$ cat src/rtl/mips_pkg.sv
// Shared types for the MIPS core: instruction field encodings, memory op codes and
// memory-controller error/state enums, plus lane helpers used by the memory controller.
package mips_pkg;

  typedef enum logic [5:0] {
    OPCODE_R      = 6'h00, OPCODE_REGIMM = 6'h01, OPCODE_J     = 6'h02, OPCODE_JAL   = 6'h03,
    OPCODE_BEQ    = 6'h04, OPCODE_BNE    = 6'h05, OPCODE_BLEZ  = 6'h06, OPCODE_BGTZ  = 6'h07,
    OPCODE_ADDIU  = 6'h09, OPCODE_SLTI   = 6'h0A, OPCODE_SLTIU = 6'h0B, OPCODE_ANDI  = 6'h0C,
    OPCODE_ORI    = 6'h0D, OPCODE_XORI   = 6'h0E, OPCODE_LUI   = 6'h0F, OPCODE_LB    = 6'h20,
    OPCODE_LH     = 6'h21, OPCODE_LWL    = 6'h22, OPCODE_LW    = 6'h23, OPCODE_LBU   = 6'h24,
    OPCODE_LHU    = 6'h25, OPCODE_LWR    = 6'h26, OPCODE_SB    = 6'h28, OPCODE_SH    = 6'h29,
    OPCODE_SW     = 6'h2B
  } opcode_t;

  typedef enum logic [5:0] {
    FUNCTION_SLL  = 6'h00, FUNCTION_SRL  = 6'h02, FUNCTION_SRA  = 6'h03, FUNCTION_SLLV = 6'h04,
    FUNCTION_SRLV = 6'h06, FUNCTION_SRAV = 6'h07, FUNCTION_JR   = 6'h08, FUNCTION_JALR = 6'h09,
    FUNCTION_MFHI = 6'h10, FUNCTION_MTHI = 6'h11, FUNCTION_MFLO = 6'h12, FUNCTION_MTLO = 6'h13,
    FUNCTION_MULT = 6'h18, FUNCTION_MULTU = 6'h19, FUNCTION_DIV = 6'h1A, FUNCTION_DIVU = 6'h1B,
    FUNCTION_ADDU = 6'h21, FUNCTION_SUBU = 6'h23, FUNCTION_AND  = 6'h24, FUNCTION_OR   = 6'h25,
    FUNCTION_XOR  = 6'h26, FUNCTION_SLT  = 6'h2A, FUNCTION_SLTU = 6'h2B
  } function_t;

  typedef enum logic [4:0] {
    REGIMM_BLTZ   = 5'h00, REGIMM_BGEZ   = 5'h01, REGIMM_BLTZAL = 5'h10, REGIMM_BGEZAL = 5'h11
  } REGIMM_t;

  typedef enum logic [3:0] {
    NONE = 4'd0, FETCH, LB, LBU, LH, LHU, LW, LWL, LWR, SB, SH, SW
  } mem_op_t;

  typedef enum logic [1:0] {
    ERR_OK = 2'b00, ERR_MISALIGNED = 2'b01, ERR_TIMEOUT = 2'b10
  } mem_err_t;

  typedef enum logic [1:0] {StIdle, StBus, StResp} mem_state_t;

  function automatic logic is_store(mem_op_t op);
    return op inside {SB, SH, SW};
  endfunction

  function automatic logic is_misaligned(mem_op_t op, logic [1:0] k);
    case (op)
      FETCH, LW:   return k != 2'd0;
      LH, LHU, SH: return k[0];
      default:     return 1'b0;
    endcase
  endfunction

  function automatic logic [3:0] lane_enable(mem_op_t op, logic [1:0] k);
    case (op)
      LB, LBU, SB: return 4'b0001 << k;
      LH, LHU, SH: return k[1] ? 4'b1100 : 4'b0011;
      default:     return 4'b1111;
    endcase
  endfunction

  // Sub-word stores replicate across all lanes; byteenable picks the live one.
  function automatic logic [31:0] store_data(mem_op_t op, logic [31:0] wdata);
    case (op)
      SB:      return {4{wdata[7:0]}};
      SH:      return {2{wdata[15:0]}};
      default: return wdata;
    endcase
  endfunction

endpackage

$ cat src/rtl/mips_mem_ctrl_if.sv
// Core-side request/response and Avalon-MM master signals of the memory controller.
interface mips_mem_ctrl_if;
  import mips_pkg::*;

  logic        req_valid;
  logic        req_ready;
  mem_op_t     req_op;
  logic [31:0] req_addr;
  logic [31:0] req_wdata;
  logic [31:0] req_rt;
  logic        resp_valid;
  logic [31:0] resp_data;
  mem_err_t    resp_err;

  logic [31:0] address;
  logic        read;
  logic        write;
  logic        waitrequest;
  logic [31:0] writedata;
  logic [3:0]  byteenable;
  logic [31:0] readdata;

  modport slave (
    input  req_valid, req_op, req_addr, req_wdata, req_rt, waitrequest, readdata,
    output req_ready, resp_valid, resp_data, resp_err, address, read, write, writedata,
           byteenable
  );

  modport master (
    output req_valid, req_op, req_addr, req_wdata, req_rt, waitrequest, readdata,
    input  req_ready, resp_valid, resp_data, resp_err, address, read, write, writedata,
           byteenable
  );
endinterface

$ cat src/rtl/mips_load_align.sv
// Combinational load formatter: lane select, sign/zero extension and LWL/LWR merge with rt.
module mips_load_align import mips_pkg::*; (
  input  mem_op_t     op_i,
  input  logic [1:0]  offset_i,
  input  logic [31:0] word_i,
  input  logic [31:0] rt_i,
  output logic [31:0] data_o
);

  logic [7:0]  byte_sel;
  logic [15:0] half_sel;

  always_comb begin
    byte_sel = word_i[{offset_i, 3'b000} +: 8];
    half_sel = offset_i[1] ? word_i[31:16] : word_i[15:0];
    data_o   = word_i;
    case (op_i)
      LB:  data_o = {{24{byte_sel[7]}}, byte_sel};
      LBU: data_o = {24'h0, byte_sel};
      LH:  data_o = {{16{half_sel[15]}}, half_sel};
      LHU: data_o = {16'h0, half_sel};
      // LWL fills from the top with the low bytes of the word; rt keeps the rest.
      LWL: begin
        case (offset_i)
          2'd0:    data_o = {word_i[7:0], rt_i[23:0]};
          2'd1:    data_o = {word_i[15:0], rt_i[15:0]};
          2'd2:    data_o = {word_i[23:0], rt_i[7:0]};
          default: data_o = word_i;
        endcase
      end
      LWR: begin
        case (offset_i)
          2'd0:    data_o = word_i;
          2'd1:    data_o = {rt_i[31:24], word_i[31:8]};
          2'd2:    data_o = {rt_i[31:16], word_i[31:16]};
          default: data_o = {rt_i[31:8], word_i[31:24]};
        endcase
      end
      default: data_o = word_i;
    endcase
  end

endmodule

$ cat src/rtl/mips_mem_ctrl.sv
// Turns one core memory request into one Avalon-MM read or write, with lane steering,
// load formatting, misalignment detection and an optional waitrequest watchdog.
module mips_mem_ctrl import mips_pkg::*; #(
  parameter int unsigned TIMEOUT_CYCLES = 0,
  parameter int unsigned TIMEOUT_W      = 16
) (
  input  logic           clk,
  input  logic           reset,
  mips_mem_ctrl_if.slave bus
);

  localparam bit                   TimeoutEn   = TIMEOUT_CYCLES != 0;
  localparam logic [TIMEOUT_W-1:0] TimeoutLast = TIMEOUT_W'(TIMEOUT_CYCLES - 1);

  mem_state_t           state_q, state_d;
  mem_op_t              op_q, op_d;
  logic [1:0]           offset_q, offset_d;
  logic [31:0]          rt_q, rt_d;
  logic [TIMEOUT_W-1:0] wd_cnt_q, wd_cnt_d;
  logic [31:0]          address_q, address_d;
  logic [31:0]          writedata_q, writedata_d;
  logic [3:0]           byteenable_q, byteenable_d;
  logic                 read_q, read_d;
  logic                 write_q, write_d;
  logic                 resp_valid_q, resp_valid_d;
  logic [31:0]          resp_data_q, resp_data_d;
  mem_err_t             resp_err_q, resp_err_d;
  logic [31:0]          load_data;
  logic                 req_take;

  mips_load_align u_load_align (
    .op_i     (op_q),
    .offset_i (offset_q),
    .word_i   (bus.readdata),
    .rt_i     (rt_q),
    .data_o   (load_data)
  );

  assign req_take = bus.req_valid && (bus.req_op != NONE) && (bus.req_op <= SW);

  always_comb begin
    state_d      = state_q;
    op_d         = op_q;
    offset_d     = offset_q;
    rt_d         = rt_q;
    wd_cnt_d     = wd_cnt_q;
    address_d    = address_q;
    writedata_d  = writedata_q;
    byteenable_d = byteenable_q;
    read_d       = read_q;
    write_d      = write_q;
    resp_valid_d = 1'b0;
    resp_data_d  = resp_data_q;
    resp_err_d   = resp_err_q;

    case (state_q)
      StIdle: begin
        if (req_take) begin
          op_d     = bus.req_op;
          offset_d = bus.req_addr[1:0];
          rt_d     = bus.req_rt;
          if (is_misaligned(bus.req_op, bus.req_addr[1:0])) begin
            state_d      = StResp;
            resp_valid_d = 1'b1;
            resp_data_d  = 32'h0;
            resp_err_d   = ERR_MISALIGNED;
          end else begin
            state_d      = StBus;
            wd_cnt_d     = '0;
            address_d    = {bus.req_addr[31:2], 2'b00};
            byteenable_d = lane_enable(bus.req_op, bus.req_addr[1:0]);
            read_d       = !is_store(bus.req_op);
            write_d      = is_store(bus.req_op);
            if (is_store(bus.req_op)) begin
              writedata_d = store_data(bus.req_op, bus.req_wdata);
            end
          end
        end
      end
      StBus: begin
        if (!bus.waitrequest) begin
          state_d      = StResp;
          read_d       = 1'b0;
          write_d      = 1'b0;
          resp_valid_d = 1'b1;
          resp_data_d  = read_q ? load_data : 32'h0;
          resp_err_d   = ERR_OK;
        end else if (TimeoutEn && (wd_cnt_q == TimeoutLast)) begin
          state_d      = StResp;
          read_d       = 1'b0;
          write_d      = 1'b0;
          resp_valid_d = 1'b1;
          resp_data_d  = 32'h0;
          resp_err_d   = ERR_TIMEOUT;
        end else if (TimeoutEn) begin
          wd_cnt_d = wd_cnt_q + 1'b1;
        end
      end
      StResp:  state_d = StIdle;
      default: state_d = StIdle;
    endcase
  end

  always_ff @(posedge clk) begin
    if (reset) begin
      state_q      <= StIdle;
      op_q         <= NONE;
      offset_q     <= 2'd0;
      rt_q         <= 32'h0;
      wd_cnt_q     <= '0;
      address_q    <= 32'h0;
      writedata_q  <= 32'h0;
      byteenable_q <= 4'h0;
      read_q       <= 1'b0;
      write_q      <= 1'b0;
      resp_valid_q <= 1'b0;
      resp_data_q  <= 32'h0;
      resp_err_q   <= ERR_OK;
    end else begin
      state_q      <= state_d;
      op_q         <= op_d;
      offset_q     <= offset_d;
      rt_q         <= rt_d;
      wd_cnt_q     <= wd_cnt_d;
      address_q    <= address_d;
      writedata_q  <= writedata_d;
      byteenable_q <= byteenable_d;
      read_q       <= read_d;
      write_q      <= write_d;
      resp_valid_q <= resp_valid_d;
      resp_data_q  <= resp_data_d;
      resp_err_q   <= resp_err_d;
    end
  end

  assign bus.req_ready  = (state_q == StIdle) && !reset;
  assign bus.address    = address_q;
  assign bus.writedata  = writedata_q;
  assign bus.byteenable = byteenable_q;
  assign bus.read       = read_q;
  assign bus.write      = write_q;
  assign bus.resp_valid = resp_valid_q;
  assign bus.resp_data  = resp_data_q;
  assign bus.resp_err   = resp_err_q;

endmodule

$ cat src/flat_wrapper.sv
// flat-port wrapper written by rule: the top's interface ports become plain ports
module mips_mem_ctrl_flat import mips_pkg::*;
#(
  parameter int unsigned TIMEOUT_CYCLES = 0,
  parameter int unsigned TIMEOUT_W      = 16
)
  (clk, reset, bus_req_valid, bus_req_op, bus_req_addr, bus_req_wdata, bus_req_rt, bus_waitrequest, bus_readdata, bus_req_ready, bus_resp_valid, bus_resp_data, bus_resp_err, bus_address, bus_read, bus_write, bus_writedata, bus_byteenable);
  mips_mem_ctrl_if bus_i ();
  input  logic clk;
  input  logic reset;
  input wire logic [$bits(bus_i.req_valid)-1:0] bus_req_valid;
  input wire logic [$bits(bus_i.req_op)-1:0] bus_req_op;
  input wire logic [$bits(bus_i.req_addr)-1:0] bus_req_addr;
  input wire logic [$bits(bus_i.req_wdata)-1:0] bus_req_wdata;
  input wire logic [$bits(bus_i.req_rt)-1:0] bus_req_rt;
  input wire logic [$bits(bus_i.waitrequest)-1:0] bus_waitrequest;
  input wire logic [$bits(bus_i.readdata)-1:0] bus_readdata;
  output wire logic [$bits(bus_i.req_ready)-1:0] bus_req_ready;
  output wire logic [$bits(bus_i.resp_valid)-1:0] bus_resp_valid;
  output wire logic [$bits(bus_i.resp_data)-1:0] bus_resp_data;
  output wire logic [$bits(bus_i.resp_err)-1:0] bus_resp_err;
  output wire logic [$bits(bus_i.address)-1:0] bus_address;
  output wire logic [$bits(bus_i.read)-1:0] bus_read;
  output wire logic [$bits(bus_i.write)-1:0] bus_write;
  output wire logic [$bits(bus_i.writedata)-1:0] bus_writedata;
  output wire logic [$bits(bus_i.byteenable)-1:0] bus_byteenable;
  assign bus_i.req_valid = bus_req_valid;
  assign bus_i.req_op = bus_req_op;
  assign bus_i.req_addr = bus_req_addr;
  assign bus_i.req_wdata = bus_req_wdata;
  assign bus_i.req_rt = bus_req_rt;
  assign bus_i.waitrequest = bus_waitrequest;
  assign bus_i.readdata = bus_readdata;
  assign bus_req_ready = bus_i.req_ready;
  assign bus_resp_valid = bus_i.resp_valid;
  assign bus_resp_data = bus_i.resp_data;
  assign bus_resp_err = bus_i.resp_err;
  assign bus_address = bus_i.address;
  assign bus_read = bus_i.read;
  assign bus_write = bus_i.write;
  assign bus_writedata = bus_i.writedata;
  assign bus_byteenable = bus_i.byteenable;
  mips_mem_ctrl #(.TIMEOUT_CYCLES(TIMEOUT_CYCLES), .TIMEOUT_W(TIMEOUT_W)) u_core (.clk(clk), .reset(reset), .bus(bus_i));
endmodule
$ cat config.mk
export PLATFORM = sky130hd
export DESIGN_NAME = mips_mem_ctrl_flat
export DESIGN_NICKNAME = d
export VERILOG_FILES = /design/src/rtl/mips_pkg.sv /design/src/rtl/mips_mem_ctrl_if.sv /design/src/rtl/mips_load_align.sv /design/src/rtl/mips_mem_ctrl.sv /design/src/flat_wrapper.sv
export SDC_FILE = /design/constraint.sdc
export NUM_CORES = 1
export LEC_CHECK = 0
export ABC_AREA = 1
export CORE_UTILIZATION = 48
export CTS_CLUSTER_DIAMETER = 150
export DETAILED_ROUTE_END_ITERATION = 8
export GPL_TIMING_DRIVEN = 0
export PLACE_DENSITY = 0.85
export SLEW_MARGIN = 0
export SYNTH_ARGS = -nofsm -noshare
export SYNTH_HDL_FRONTEND = slang
export SYNTH_SLANG_ARGS = --single-unit
$ cat constraint.sdc
create_clock -name clk -period 2.34 [get_ports clk]
set_clock_uncertainty 0.05 [all_clocks]
set_input_delay 0.585 -clock clk [delete_from_list [all_inputs] [get_ports clk]]
set_output_delay 0.585 -clock clk [all_outputs]
set_load 0.05 [all_outputs]
==> qor.yml, run 1 <==
setup_violations: 0
p_per_area_nw_per_um2: 688
ioPinCount: 242
wire_per_inst_um: 17.8
yosys.area_share.xor_xnor_pct: 0
synth_flop_cell: "dfxtp_1"
crit_chain: "clkdlybuf4s50_1"
fin_crit_ns: 2.30
nets: 1665
gp_congestion: 0.992
fill_cells: 1354
die_h_um: 130
synth-edff-count: 0
yosysSeqAreaShare_pct: 36.1
finalPower_uw: 7720
via_per_inst: 5.50
yosys.area_share.simple_pct: 37.0
crit_buf_inv: 1
avgSynthCellArea_um2: 6.21
fin_util_pct: 70.4
synth_fa_ha_area_share_pct: 0
async_flop_share_pct: 0
yosys.area.top_type: "dfxtp_1"
overflow: 0
dp_hpwl_um: 23600
cts_root_buf: "clkbuf_16"
numPortBuffers: 237
grt_pass1_wl_um: 48700
arrival_ns: 1.67
slew_headroom_pct: 52.2
synth-seq-cells: 142
dp_slack_ns: -0.550
rows: 46
end_kind: "output pin"
grt_pass1_vias: 9352
cts_tree: "yes"
yosys-top-cells-area: "dfxtp_1 36%, nand2_1 15%, nor2_1 13%"
status: "complete, no violations"
antenna_found_initial: 1
critPathKind: "reg2out"
worst_slack_ns: 0.0366
slowest_stage: "clkdlybuf4s50_1"
ff_latch_area_um2: 2840
initialDrtViolationCount: 972
synth_top_area_share_pct: 36.1
synth.most_common_cell: "nand2_1"
multi_input_area_um2: 4380
leakage_uw: 0.00461
cts.sinks: 142
syn2layout_area_growth_pct: 42.6
dieArea_um2: 16900
synth_compound_area_share_pct: 17.1
synth_commonest_cells: "307 x nand2_1, 266 x nor2_1, 163 x o21ai_0"
wl_um: 31300
synth_top_family_by_area: "simple AND/OR/NAND/NOR gates"
rsz0062_at_grt: "no"
ys_types: 31
clkTransAtPathRegs_ns: 0.06
crit_required_ns: 1.70
syn-cell-area_um2: 7870
ys_warn_count: 0
muxShareOfSynthArea_pct: 1.15
h-tree-depth: 4
slew_violations: 0
postRouteAntennaNets: 0
first_pass_iters: 8
tightest_slew_ns: 0.717
vias: 9679
grt_usage_pct: 38.2
post-route-drc-count: 0
timing.fmax_mhz: 434
drive_above_1_share_pct: 8.24
worst_hold_path_type: "reg2reg"
slowest_delay_ns: 0.90
start_kind: "flop"
post-route-period-util_pct: 98.4
cts_buffers: 17
critPathMaxFanout: 2
path_delay_family: "buffers and inverters"
grt_max_degree: 17
whs_ns: 0.406
peakVddDrop_uv: 591
syn_inst: 1266
finalHoldViolCount: 0
drv_cap: 0
core_um2: 15900
die_w_um: 130
clockBufferDepth: 2
initial_core_util_pct: 49.3
clock_latency_ns: 0.43
==> layer usage <==
metal	GRT usage (%)	part of all wire, %	wire (µm)	vias to the layer above
met5	0	0	0	-
met4	25.3	6.0	1880	0
met3	10.3	11	3420	119
met2	61.3	45	14100	610
met1	45.0	38	11900	4345
li1	-	-	-	4605
==> power by group <==
part           switching, µW  internal (µW)
Combinational           1390            737
Clock                   1160           1770
Sequential              95.1           2570
==> logic make-up (layout without fill, tap and decap cells) <==
| logic type | Yosys count | in the layout |
|---|---|---|
| AOI/OAI and AO/OA | 258 | 258 |
| buffers and inverters | 151 | 425 |
| DFF | 142 | 142 |
| muxes | 8 | 8 |
| other | 1 | 4 |
| and+or+nand+nor | 706 | 706 |
==> registers in the layout, indices dropped and copies added (netlist names), 2 cells and up <==
name	flops
u_core.bus.resp_data	32
u_core.bus.writedata	32
u_core.rt_q	32
u_core.bus.address	30
u_core.bus.byteenable	4
u_core.op_q	4
u_core.offset_q	2
u_core.state_q	2
==> final timing paths <==
path	cells after the start	start	slack [ns]	end
worst min-delay path	2	u_core.rt_q[24]$_SDFFE_PP0P_	0.41	u_core.rt_q[24]$_SDFFE_PP0P_
worst min register to register	2	u_core.rt_q[24]$_SDFFE_PP0P_	0.41	u_core.rt_q[24]$_SDFFE_PP0P_
worst max-delay path	1	u_core.bus.byteenable[2]$_SDFFE_PP0P_	0.04	bus_byteenable[2]
worst max register to register	12	u_core.offset_q[0]$_SDFFE_PP0P_	0.15	u_core.bus.resp_data[18]$_SDFFE_PP0P_
==> cell type report <==
cell class                      instances  area share, %
Multi-Input combinational cell        975           39.1
Clock inverter                         12           1.53
Timing Repair Buffer                  242           21.5
Inverter                               71           2.38
Clock buffer                           20           4.07
Antenna cell                            1         0.0223
Sequential cell                       142           25.3
Tap cell                              216           2.41
Buffer                                 80           3.63
==> metrics by stage <==
stage	cells	TNS [ns]	instance area (µm²)
final	1759	0	11200
after global routing	1759	0	11200
after CTS	1754	-0.00794	11200
after detailed placement	1721	-41.86	10500
after global placement	1721	-38.69	10500
after floorplan	1268	0	7880
==> worst min-delay path: stages, from the launching register on <==
cell     delay, ns
dfxtp_1       0.29
inv_1         0.06
a21oi_1       0.06
==> placed cells by master (no fill, tap or decap), drive strengths merged <==
cell type | synthesis | layout
nand2 | 324 | 324
nor2 | 274 | 274
clkdlybuf4s50 | 0 | 234
o21ai | 163 | 163
dfxtp | 142 | 142
nand3 | 95 | 95
a21oi | 80 | 80
inv | 70 | 76
clkbuf | 44 | 65
buf | 36 | 40
mux2 | 8 | 8
nand4 | 8 | 8
o22ai | 8 | 8
o211ai | 6 | 6
conb | 1 | 3
bufinv | 0 | 3
clkinv | 1 | 3
dlymetal6s2s | 0 | 2
nor3 | 2 | 2
diode | 0 | 1
or2 | 1 | 1
nand3b | 1 | 1
a21boi | 1 | 1
and2 | 1 | 1
clkinvlp | 0 | 1
clkdlybuf4s15 | 0 | 1
==> repair_timing <==
| action | 4_1_cts | 5_1_grt |
|---|---|---|
| endpoints found under the setup margin | 4 | 83 |
| setup buffers | 1 | 4 |
| pin swaps | 1 | 2 |
| gates resized for setup | 2 | 14 |
| hold buffers | 0 | 0 |
| cloned | 0 | 0 |
| endpoints found under the hold margin | 0 | 0 |
Note: power is estimated with default switching activity, not from simulation.
==> run 2, diff against run 1 <==
Settings changed: CAP_MARGIN set to 5, CORE_MARGIN set to 1.5, CORE_UTILIZATION 48 to 51, PLACE_DENSITY 0.85 to 0.89.
Clock period 2.34 ns to 2.7 ns, I/O delays scaled along.
==> qor.yml, run 2 (same netlist as run 1, synthesis figures left out) <==
rsz0062_at_grt: "no"
first_pass_iters: 8  # unchanged
initialDrtViolationCount: 859  # -12%
grt_max_degree: 17  # unchanged
slew_violations: 0  # unchanged
setup_violations: 0  # unchanged
finalHoldViolCount: 0  # unchanged
vias: 9723  # +0.45%
crit_buf_inv: 2  # +1
worst_hold_path_type: "reg2reg"
nets: 1660  # -0.30%
initial_core_util_pct: 51.9  # +2.6 points
dieArea_um2: 16200  # -4.3%
timing.fmax_mhz: 385
numPortBuffers: 237  # unchanged
mostFrequentLayoutCells: "307 x nand2_1, 266 x nor2_1, 236 x clkdlybuf4s50_1, 163 x o21ai_0, 142 x dfxtp_1"
timing.rr.start: "u_core.offset_q[0]$_SDFFE_PP0P_"
grt_pass1_wl_um: 49900  # +2.4%
dp_hpwl_um: 24000  # +1.6%
design_area_um2: 11100  # -0.66%
path_delay_family: "buffers and inverters"
clockBufferDepth: 2  # unchanged
grt_usage_pct: 40.1  # +1.8 points
whs_ns: 0.405  # -0.00146 ns
placed_area_um2: 10500  # -0.38%
peakVddDrop_uv: 631  # +6.7%
wl_um: 32300  # +3.3%
die_w_um: 127  # -2.2%
slew_headroom_pct: 49.6  # -2.6 points
crit_cells: 8  # +7
gp_congestion: 0.995  # +0.28%
die_h_um: 127  # -2.2%
hold_start: "u_core.rt_q[27]$_SDFFE_PP0P_"
ioPinCount: 242  # unchanged
post-route-period-util_pct: 96.2
rrSetupSlack_ns: 0.33  # +0.18 ns
crit_chain: "clkdlybuf4s50_1, nor2_1, o21ai_0, nand3b_1, buf_2, nand3_1, nand2_1, a21oi_1"
endpoint: "u_core.bus.resp_data[15]$_SDFFE_PP0P_"
critPathMaxFanout: 10  # +8
status: "complete, no violations"
end_kind: "flop"
crit_required_ns: 3.01  # +1.31 ns
start_kind: "input port"
antenna_found_initial: 2  # +1
arrival_ns: 2.91  # +1.24 ns
cts_buffers: 17  # unchanged
drv_cap: 0  # unchanged
cts.sinks: 142  # unchanged
slowest_stage: "clkdlybuf4s50_1"
cts_root_buf: "clkbuf_16"
cts_tree: "yes"
core_um2: 15100  # -5.0%
critPathKind: "in2reg"
grt_pass1_vias: 9603  # +2.7%
dp_slack_ns: -0.237  # +0.313 ns
slowest_delay_ns: 0.63  # -0.27 ns
overflow: 0  # unchanged
fin_crit_ns: 2.60
final_common_cell: "nand2_1"
clkTransAtPathRegs_ns: 0.06  # about the same
critPathLaunch: "bus_readdata[23]"
h-tree-depth: 4  # unchanged
wire_per_inst_um: 18.7  # +5.3%
p_per_area_nw_per_um2: 611  # -11%
via_per_inst: 5.63  # +2.3%
worst_slack_ns: 0.103  # +0.0659 ns
finalPower_uw: 6810  # -12%
postRouteAntennaNets: 0  # unchanged
syn2layout_area_growth_pct: 41.6
clock_latency_ns: 0.43  # about the same
postCtsSetupBuffers: 0  # -1
tightest_slew_ns: 0.756  # +0.0385 ns
worstRegToRegCells: 8  # -4
finalSetupTns_ns: 0  # unchanged
leakage_uw: 0.00457  # -0.93%
drive_above_1_share_pct: 7.61  # -0.62 points
rows: 45  # -2.2%
r2r-end: "u_core.bus.resp_data[15]$_SDFFE_PP0P_"
post-route-drc-count: 0  # unchanged
-- run 2: changes by cell type in the layout (fill, tap and decap cells not counted), sizes merged --
cell,delta
bufinv,+1
buf,-4
dlygate4sd2,+1
dlymetal6s2s,-2
clkdlybuf4s15,-1
clkdlybuf4s50,+2
clkbuf,-2
diode,+1
-- run 2: area by class of cell --
cell class,instances,area (µm²)
multi-input combinational,975,4370
fill,1213,4000
clock buffer,19,453
clock inverter,13,199
tap,188,235
buffer,80,400
timing repair buffer,237,2370
sequential,142,2840
antenna,2,5.00
inverter,71,267
-- run 2: metal layers --
layer  GRT usage [%]  wire length (µm)  vias up
met5               0                 0        -
met4            22.3              1800        0
met3            10.7              3020      124
met2            66.9             14900      592
met1            46.7             12600     4410
li1                -                 -     4597
-- run 2: worst min-delay path by stage --
stage,end,slack (ns),cells after the start
after floorplan,u_core.rt_q[1]$_SDFFE_PP0P_,0.38,2
after global placement,u_core.rt_q[27]$_SDFFE_PP0P_,0.39,2
after detailed placement,u_core.rt_q[27]$_SDFFE_PP0P_,0.40,2
after CTS,u_core.rt_q[27]$_SDFFE_PP0P_,0.41,2
after global routing,u_core.rt_q[31]$_SDFFE_PP0P_,0.42,2
final,u_core.rt_q[27]$_SDFFE_PP0P_,0.40,2
-- run 2: through the flow --
step	std cells	util [%]
after floorplan	1268	-
after global placement	1693	69.2
after detailed placement	1693	69.2
after CTS	1725	73.5
after global routing	1726	73.5
final	1727	73.6
-- run 2: timing repair --
| action | 4_1_cts | 5_1_grt |
|---|---|---|
| hold buffers | 0 | 0 |
| endpoints found under the setup margin | 1 | 6 |
| pin swaps | 0 | 1 |
| gates resized for setup | 1 | 1 |
| hold endpoints to repair | 0 | 0 |
-- run 2: worst min-delay path, cell delays in order (launching register included) --
cell	delay (ns)
dfxtp_1	0.30
inv_1	0.06
a21oi_1	0.05
-- run 2: power by group --
group          total, µW  internal (µW)  switching (µW)
clock network       2660           1620            1030
registers           2310           2230            82.8
logic               1840            630            1210
total               6810           4480            2330
